**src/rtl/quadrature_decoder.sv**
```systemverilog
// Quadrature A/B decoder: synchroniser, per-input glitch filter, step/dir decode and wrapping position.
// Optional index (Z) input, which zeroes the position, is enabled by defining QDEC_INDEX_EN.
module quadrature_decoder #(
    parameter int BITS          = 16,
    parameter int SYNC_STAGES   = 2,
    parameter int FILTER_CYCLES = 4
) (
    input  logic            clk,
    input  logic            reset_n,
    input  logic            a_in,
    input  logic            b_in,
`ifdef QDEC_INDEX_EN
    input  logic            z_in,
`endif
    input  logic            clear,
    input  logic            error_clr,
    output logic            step,
    output logic            dir,
    output logic [BITS-1:0] position,
    output logic            error
`ifdef QDEC_INDEX_EN
    ,
    output logic            index_pulse
`endif
);

`ifdef QDEC_INDEX_EN
    localparam int NCH = 3;
`else
    localparam int NCH = 2;
`endif
    localparam int CW = $clog2(FILTER_CYCLES + 1);
    localparam int PW = $clog2(SYNC_STAGES + 1);

    // Channel order: 0 = B, 1 = A, 2 = Z.
    logic [NCH-1:0]                  raw;
    logic [NCH-1:0]                  sync_out;
    logic [NCH-1:0][SYNC_STAGES-1:0] sync_q, sync_d;
    logic [NCH-1:0][CW-1:0]          cnt_q, cnt_d;
    logic [NCH-1:0]                  filt_q, filt_d, lvl_q, lvl_d, prev_q, prev_d;
    logic [PW-1:0]                   prime_cnt_q, prime_cnt_d;
    logic                            primed_q, primed_d;
    logic                            step_q, step_d, dir_q, dir_d, err_q, err_d;
    logic [BITS-1:0]                 pos_q, pos_d;
    logic [3:0]                      tr;
    logic                            up, down, illegal, idx_rise;

`ifdef QDEC_INDEX_EN
    logic idx_q;
    assign raw      = {z_in, a_in, b_in};
    assign idx_rise = lvl_q[2] & ~prev_q[2];
`else
    assign raw      = {a_in, b_in};
    assign idx_rise = 1'b0;
`endif

    always_comb begin
        for (int i = 0; i < NCH; i++) sync_out[i] = sync_q[i][SYNC_STAGES-1];
    end

    // Until the synchroniser has refilled after reset, the filtered and decode
    // levels follow it directly so the first real level never looks like motion.
    always_comb begin
        sync_d      = sync_q;
        cnt_d       = cnt_q;
        filt_d      = filt_q;
        lvl_d       = filt_q;
        prev_d      = lvl_q;
        prime_cnt_d = prime_cnt_q;
        primed_d    = primed_q;
        for (int i = 0; i < NCH; i++) sync_d[i] = {sync_q[i][SYNC_STAGES-2:0], raw[i]};
        if (!primed_q) begin
            filt_d      = sync_out;
            lvl_d       = sync_out;
            prev_d      = sync_out;
            cnt_d       = '0;
            prime_cnt_d = prime_cnt_q + 1'b1;
            if (prime_cnt_q == PW'(SYNC_STAGES)) primed_d = 1'b1;
        end else begin
            for (int i = 0; i < NCH; i++) begin
                if (sync_out[i] != filt_q[i]) begin
                    if (cnt_q[i] == CW'(FILTER_CYCLES - 1)) begin
                        filt_d[i] = sync_out[i];
                        cnt_d[i]  = '0;
                    end else begin
                        cnt_d[i] = cnt_q[i] + 1'b1;
                    end
                end else begin
                    cnt_d[i] = '0;
                end
            end
        end
    end

    // Decode {A,B} previous -> current; A leading B counts up.
    assign tr      = {prev_q[1:0], lvl_q[1:0]};
    assign illegal = (prev_q[1] ^ lvl_q[1]) & (prev_q[0] ^ lvl_q[0]);

    always_comb begin
        up   = 1'b0;
        down = 1'b0;
        case (tr)
            4'b0010, 4'b1011, 4'b1101, 4'b0100: up   = 1'b1;
            4'b0001, 4'b0111, 4'b1110, 4'b1000: down = 1'b1;
            default: ;
        endcase
    end

    always_comb begin
        step_d = up | down;
        dir_d  = dir_q;
        pos_d  = pos_q;
        err_d  = err_q;
        if (up) begin
            dir_d = 1'b1;
            pos_d = pos_q + 1'b1;
        end else if (down) begin
            dir_d = 1'b0;
            pos_d = pos_q - 1'b1;
        end
        if (clear || idx_rise) pos_d = '0;
        if (error_clr) err_d = 1'b0;
        if (illegal)   err_d = 1'b1;
    end

    always_ff @(posedge clk) begin
        if (!reset_n) begin
            sync_q      <= '0;
            cnt_q       <= '0;
            filt_q      <= '0;
            lvl_q       <= '0;
            prev_q      <= '0;
            prime_cnt_q <= '0;
            primed_q    <= 1'b0;
            step_q      <= 1'b0;
            dir_q       <= 1'b0;
            err_q       <= 1'b0;
            pos_q       <= '0;
        end else begin
            sync_q      <= sync_d;
            cnt_q       <= cnt_d;
            filt_q      <= filt_d;
            lvl_q       <= lvl_d;
            prev_q      <= prev_d;
            prime_cnt_q <= prime_cnt_d;
            primed_q    <= primed_d;
            step_q      <= step_d;
            dir_q       <= dir_d;
            err_q       <= err_d;
            pos_q       <= pos_d;
        end
    end

`ifdef QDEC_INDEX_EN
    always_ff @(posedge clk) begin
        if (!reset_n) idx_q <= 1'b0;
        else          idx_q <= idx_rise;
    end
    assign index_pulse = idx_q;
`endif

    assign step     = step_q;
    assign dir      = dir_q;
    assign position = pos_q;
    assign error    = err_q;

endmodule

```
**config.mk**
```make
export PLATFORM = sky130hd
export DESIGN_NAME = quadrature_decoder
export DESIGN_NICKNAME = d
export VERILOG_FILES = /design/src/rtl/quadrature_decoder.sv
export SDC_FILE = /design/constraint.sdc
export NUM_CORES = 1
export LEC_CHECK = 0
export CORE_MARGIN = 1
export CORE_UTILIZATION = 25
export DETAILED_ROUTE_END_ITERATION = 12
export PLACE_DENSITY = 0.52
export SYNTH_ARGS = -nofsm -noshare
export SYNTH_HDL_FRONTEND = slang
export SYNTH_SLANG_ARGS = --single-unit
```
**constraint.sdc**
```tcl
create_clock -name clk -period 4.3 [get_ports clk]
set_input_delay 0.86 -clock clk [delete_from_list [all_inputs] [get_ports clk]]
set_output_delay 0.86 -clock clk [all_outputs]
set_load 0.1 [all_outputs]
```
======== After elaboration in Yosys (flattened, before gate mapping) ========
Cells that the tools add are included.
cells by class
  $add $sub $neg .......................... 5
  eq/ne operators ......................... 17
  mux-type cells .......................... 17
  bitwise gates (word level) .............. 8
  reductions and logical operators ........ 9
operators with widths
  cell                     number
  $mux W16                 2
  $add A16 B1 Y16 const B  1
  $eq A4 B4 Y1 const B     4
  $reduce_or A4 Y1         4
  $sub A16 B1 Y16 const B  1
  $mux W1                  12
  $eq A4 B3 Y1 const B     2
  $ne A2 B1 Y1 const B     4
  $add A3 B1 Y3 const B    2
  $eq A3 B2 Y1 const B     2
  $mux W2                  3
  $eq A4 B1 Y1 const B     1
  $eq A4 B2 Y1 const B     1
  $not A1 Y1               4
  $reduce_and A2 Y1        2
  $reduce_bool A2 Y1       2
  $add A2 B1 Y2 const B    1
  $eq A2 B2 Y1 const B     1
  $ne A1 B1 Y1             2
  $reduce_or A2 Y1         1
  $xor A1 B1 Y1            2
  $and A1 B1 Y1            1
  $or A1 B1 Y1             1
storage, ports and cells
  register bits after elaboration ......... 38
  input bits .............................. 6
  output and inout port bits .............. 19
  word-level logic and storage cells ...... 70

======== Logic depth before layout (Yosys ltp) ========
  word-level depth ........................ 5
  gate-level depth with buffers ........... 9
  depth with buffers taken out ............ 9

======== Least setup slack after synthesis ========
OpenSTA, ideal clock, no wires.
  path kind ............................... register to register
  start ................................... register lvl_q[1]
  end ..................................... register pos_q[15] (netlist: position[15])
  setup time .............................. 0.115 ns
  arrival time ............................ 2.497 ns
  data required time ...................... 4.185 ns
  slack ................................... 1.688 ns
  cell stages (with the launch flop) ...... 10
  path buffers ............................ 0
  period minus slack after synthesis ...... 2.612 ns
  cell sequence ........................... dfxtp_1 -> xor2_1 -> nand2_1 -> ha_1 -> nand3_2 -> a2111oi_4 -> o21ai_2 -> a31o_1 -> and3_1 -> o21a_1
between the ends
  cells in the longest elaborated chain, start to end .. 4
  elaborated cells on any way between the ends .. 14
  those cells by class .................... eq/ne (8); mux (3); reduce/logical (3)
RTL lines
  element                                                RTL line  text
  start, declared                                        40        logic [NCH-1:0] filt_q, filt_d, lvl_q, lvl_d, prev_q, prev_d;
  start signal, assigned                                 143       lvl_q <= lvl_d;
  $eq A4 B2 Y1 (tied with other cells)                   102       case (tr)
  $reduce_or A4 Y1                                       102
  $mux W1                                                102
  $mux W16 / $reduce_bool A2 Y1 (equally long branches)  --
  end signal, assigned                                   150       pos_q <= pos_d;
  end, declared                                          44        logic [BITS-1:0] pos_q, pos_d;
Several ways; a longest one is shown, not always the timed one.
A chain may end at the register's enable or synchronous reset.

======== Worst setup path after layout ========
  start ................................... register lvl_q[1]
  end ..................................... register pos_q[12] (netlist: position[12])
Same word-level chain as after synthesis.

==> run summary <==
WORST SETUP PATH
-------------------------------------------------------------------------------------
Worst Path Required                                                           4540 ps
Maximum fanout encountered on the critical timing path                             17
Buffers plus inverters on the worst setup path                                      0
Kind of end point of the critical path                                       register
Reg-to-reg slack, setup                                                       1370 ps
Arrival time at the worst endpoint                                            3180 ps
Cells along the critical path                                            xor2_1 > nand2_1 > ha_1 > a21oi_2 > o21ai_0 > a21oi_1 > a21oi_1 > or3_1 > nand3_1
Cell family with most CP delay                                           simple AND/OR/NAND/NOR gates
Cell at the slowest stage of the critical path                                   ha_1
Crit path top cell by count                                                   a21oi_1
Longest individual stage delay on the worst path                               550 ps
CP Launch Type                                                               register
Type of the worst setup path                                               reg -> reg

DRT
-------------------------------------------------------------------------------------
Via/cell ratio                                                                  4.455
Pre-Repair DR Iteration Count                                                       4
Post-route antenna net violation count                                              0
Initial DRC count                                                                  55
DR DRC count                                                                        0
Drt total wl                                                             4215 microns
Average wire per cell in the routed design                               11.49 microns
Via count of the routed design                                                   1635

FLOW RUN
-------------------------------------------------------------------------------------
Max Cap Viol                                                                        0

SYNTH
-------------------------------------------------------------------------------------
Post-Syn Area per Cell                                                    8.706 sq um
Yosys warns                                                                         0
Number of distinct library cells after synthesis                                   36
Area share of the leading cell type in the synthesized netlist                 36.41%
Gate count after technology mapping                                               240
Number of storage elements in the synthesis netlist                                38
Seq/Total Area, Yosys                                                          36.41%
Leading area contributor after synthesis                                      dfxtp_1
Total nets after synthesis                                                        266
Top FF cell, synth                                                            dfxtp_1
EDFF count, synth                                                                   0
Top area cells in the synthesized netlist                                dfxtp_1, ha_1, nand2_1
Synth async-reset ratio                                                            0%
Mapped Area                                                                2090 sq um

TIMING
-------------------------------------------------------------------------------------
RSZ-0062 raised after global routing                                            false
Final period util                                                              68.25%
Total count of hold-check failures in the final report                              0
Final-report max-slew violation count                                               0
Worst-case clock skew                                                        10.27 ps
Setup total negative slack                                                       0 ps
Final number of setup-violating endpoints                                           0
Highest clock frequency the design can meet                                 340.7 MHz
Slew headroom                                                                  27.23%
Post-layout min period                                                        2935 ps
Worst-margin pin slew                                                         1088 ps

POWER
-------------------------------------------------------------------------------------
Leakage power figure                                                         1.029 nW
Power per cell area                                                      518.6 nW/um^2
VDD IR max                                                                  0.1601 mV

PLACE
-------------------------------------------------------------------------------------
Detailed placement HPWL                                                  3076 microns
Gpl congestion                                                                 0.7353
Count of placed standard cells including taps                                     359
Placement-stage cell area                                                  2429 sq um
Buffers on Ports                                                                   24

FINAL LAYOUT
-------------------------------------------------------------------------------------
Share of the core filled with cells                                            32.53%
Area of all placed cells without fillers                                   2566 sq um
Fillers                                                                           828
Layout Area Growth over Synthesis                                              22.81%
Most frequent standard cell in the layout excluding fill and tap cells        dfxtp_1
Count of inserted antenna diode cells                                               0
Layout net count                                                                  290
Post-route insts no fill                                                          367
Total area of sequential cells                                            760.7 sq um
Layout cells sized above 1                                                     6.038%
Multi-input gate area in the final layout                                  1266 sq um
Most frequent cells in the layout                                        dfxtp_1, nand2_1, clkdlybuf4s50_1

CLOCK TREE
-------------------------------------------------------------------------------------
Clock latency reported for the late side of the worst-skew pair                310 ps
Maximum buffer depth of the clock tree                                              2
Clk pin slew, worst setup/hold paths                                            80 ps
CTS tree                                                                         done
Post-cts sizing count                                                               0
Post CTS Setup Buffer Count                                                         0
Clk root buf                                                                 clkbuf_8
Deepest level of the CTS H-tree                                                     2
CTS hold repair buffers                                                             0
Number of CTS-inserted buffers                                                      5
Total number of clock tree sinks                                                   38

DIE
-------------------------------------------------------------------------------------
Core Rows                                                                          32
Top-Level Pins                                                                     25
Die Wd                                                                   93.42 microns
Die Y                                                                    93.42 microns
Placeable Area                                                             7888 sq um
Initial core utilization                                                       26.49%
Floorplan die area                                                         8727 sq um

GLOBAL ROUTE
-------------------------------------------------------------------------------------
Overflow left after global routing                                                  0
Number of global-route vias before repair                                        1593
Largest net degree at the start of global routing                                  21
Initial antenna violation count                                                     0
GRT Util Overall                                                               10.67%
Wire length of the first global-routing pass                             7238 microns

WORST HOLD PATH
-------------------------------------------------------------------------------------
Hold Crit Class                                                            reg -> reg

STATUS
-------------------------------------------------------------------------------------
Run status                                                               finished, final reports clean

## metrics by stage
| step | hold WS (ps) | power [mW] | setup WS [ps] |
|---|---|---|---|
| 2_1_floorplan | 399.2 | 0.8640 | 1688 |
| 3_3_place_gp | 411.6 | 0.9646 | 1335 |
| 3_5_place_dp | 418.2 | 0.9678 | 1299 |
| 4_1_cts | 429.4 | 1.349 | 1306 |
| 5_1_grt | 446.4 | 1.418 | 1035 |
| 6_report | 427.5 | 1.331 | 1365 |
## metal layers
| layer | GRT usage [%] | part of all wire (%) |
|---|---|---|
| met5 | 0 | 0 |
| met4 | 5.000 | 1.3 |
| met3 | 2.846 | 4.1 |
| met2 | 17.10 | 46 |
| met1 | 13.24 | 48 |
## final cells by class
cell class,instances,share of cell area (%)
Multi-Input combinational cell,186,49.34
Sequential cell,38,29.64
Timing Repair Buffer,24,9.361
Tap cell,102,4.973
Clock buffer,5,2.682
Clock inverter,3,2.682
Inverter,9,1.316
## sequential cells by signal, summed over array words and instances, names as in the netlist
name,cells
filt_q,2
dir,1
error,1
primed_q,1
lvl_q,2
prime_cnt_q,2
position,16
cnt_q,6
sync_out,2
sync_d,2
prev_q,2
step,1
## power breakdown
part,internal (mW),switching (mW)
Clock,0.233,0.143
Combinational,0.192,0.344
Sequential,0.387,0.0329
Total,0.812,0.519
## cell usage after synthesis, types with 4 or more instances
master and instances:
ha_1 19, nand3_1 11, xnor2_1 10, inv_1 9, clkbuf_1 5, nor2_1 12, nand2_1 31, and2_1 10
xor2_1 5, a21o_1 4, a21boi_0 5, a21oi_1 21, o21ai_0 11, nor2b_1 6, dfxtp_1 38
## kinds of logic after synthesis
group	after synthesis	share of synthesized area (%)
adder cells (fa/ha/maj)	20	12.34
buffers and inverters	16	2.994
multiplexers	3	1.437
AND/OR/NAND/NOR	84	19.46
flip-flops	38	36.41
AO/OA/AOI/OAI	61	18.74
XOR/XNOR	18	8.623
## final timing paths
kind | end | start | cells past startpoint
hold reg to reg | cnt_q[3] | cnt_q[3] | 1
setup reg to reg | position[12] | lvl_q[1] | 9
hold / removal | cnt_q[3] | cnt_q[3] | 1
setup / recovery | position[12] | lvl_q[1] | 9
Note: power is estimated with default switching activity, not from simulation.
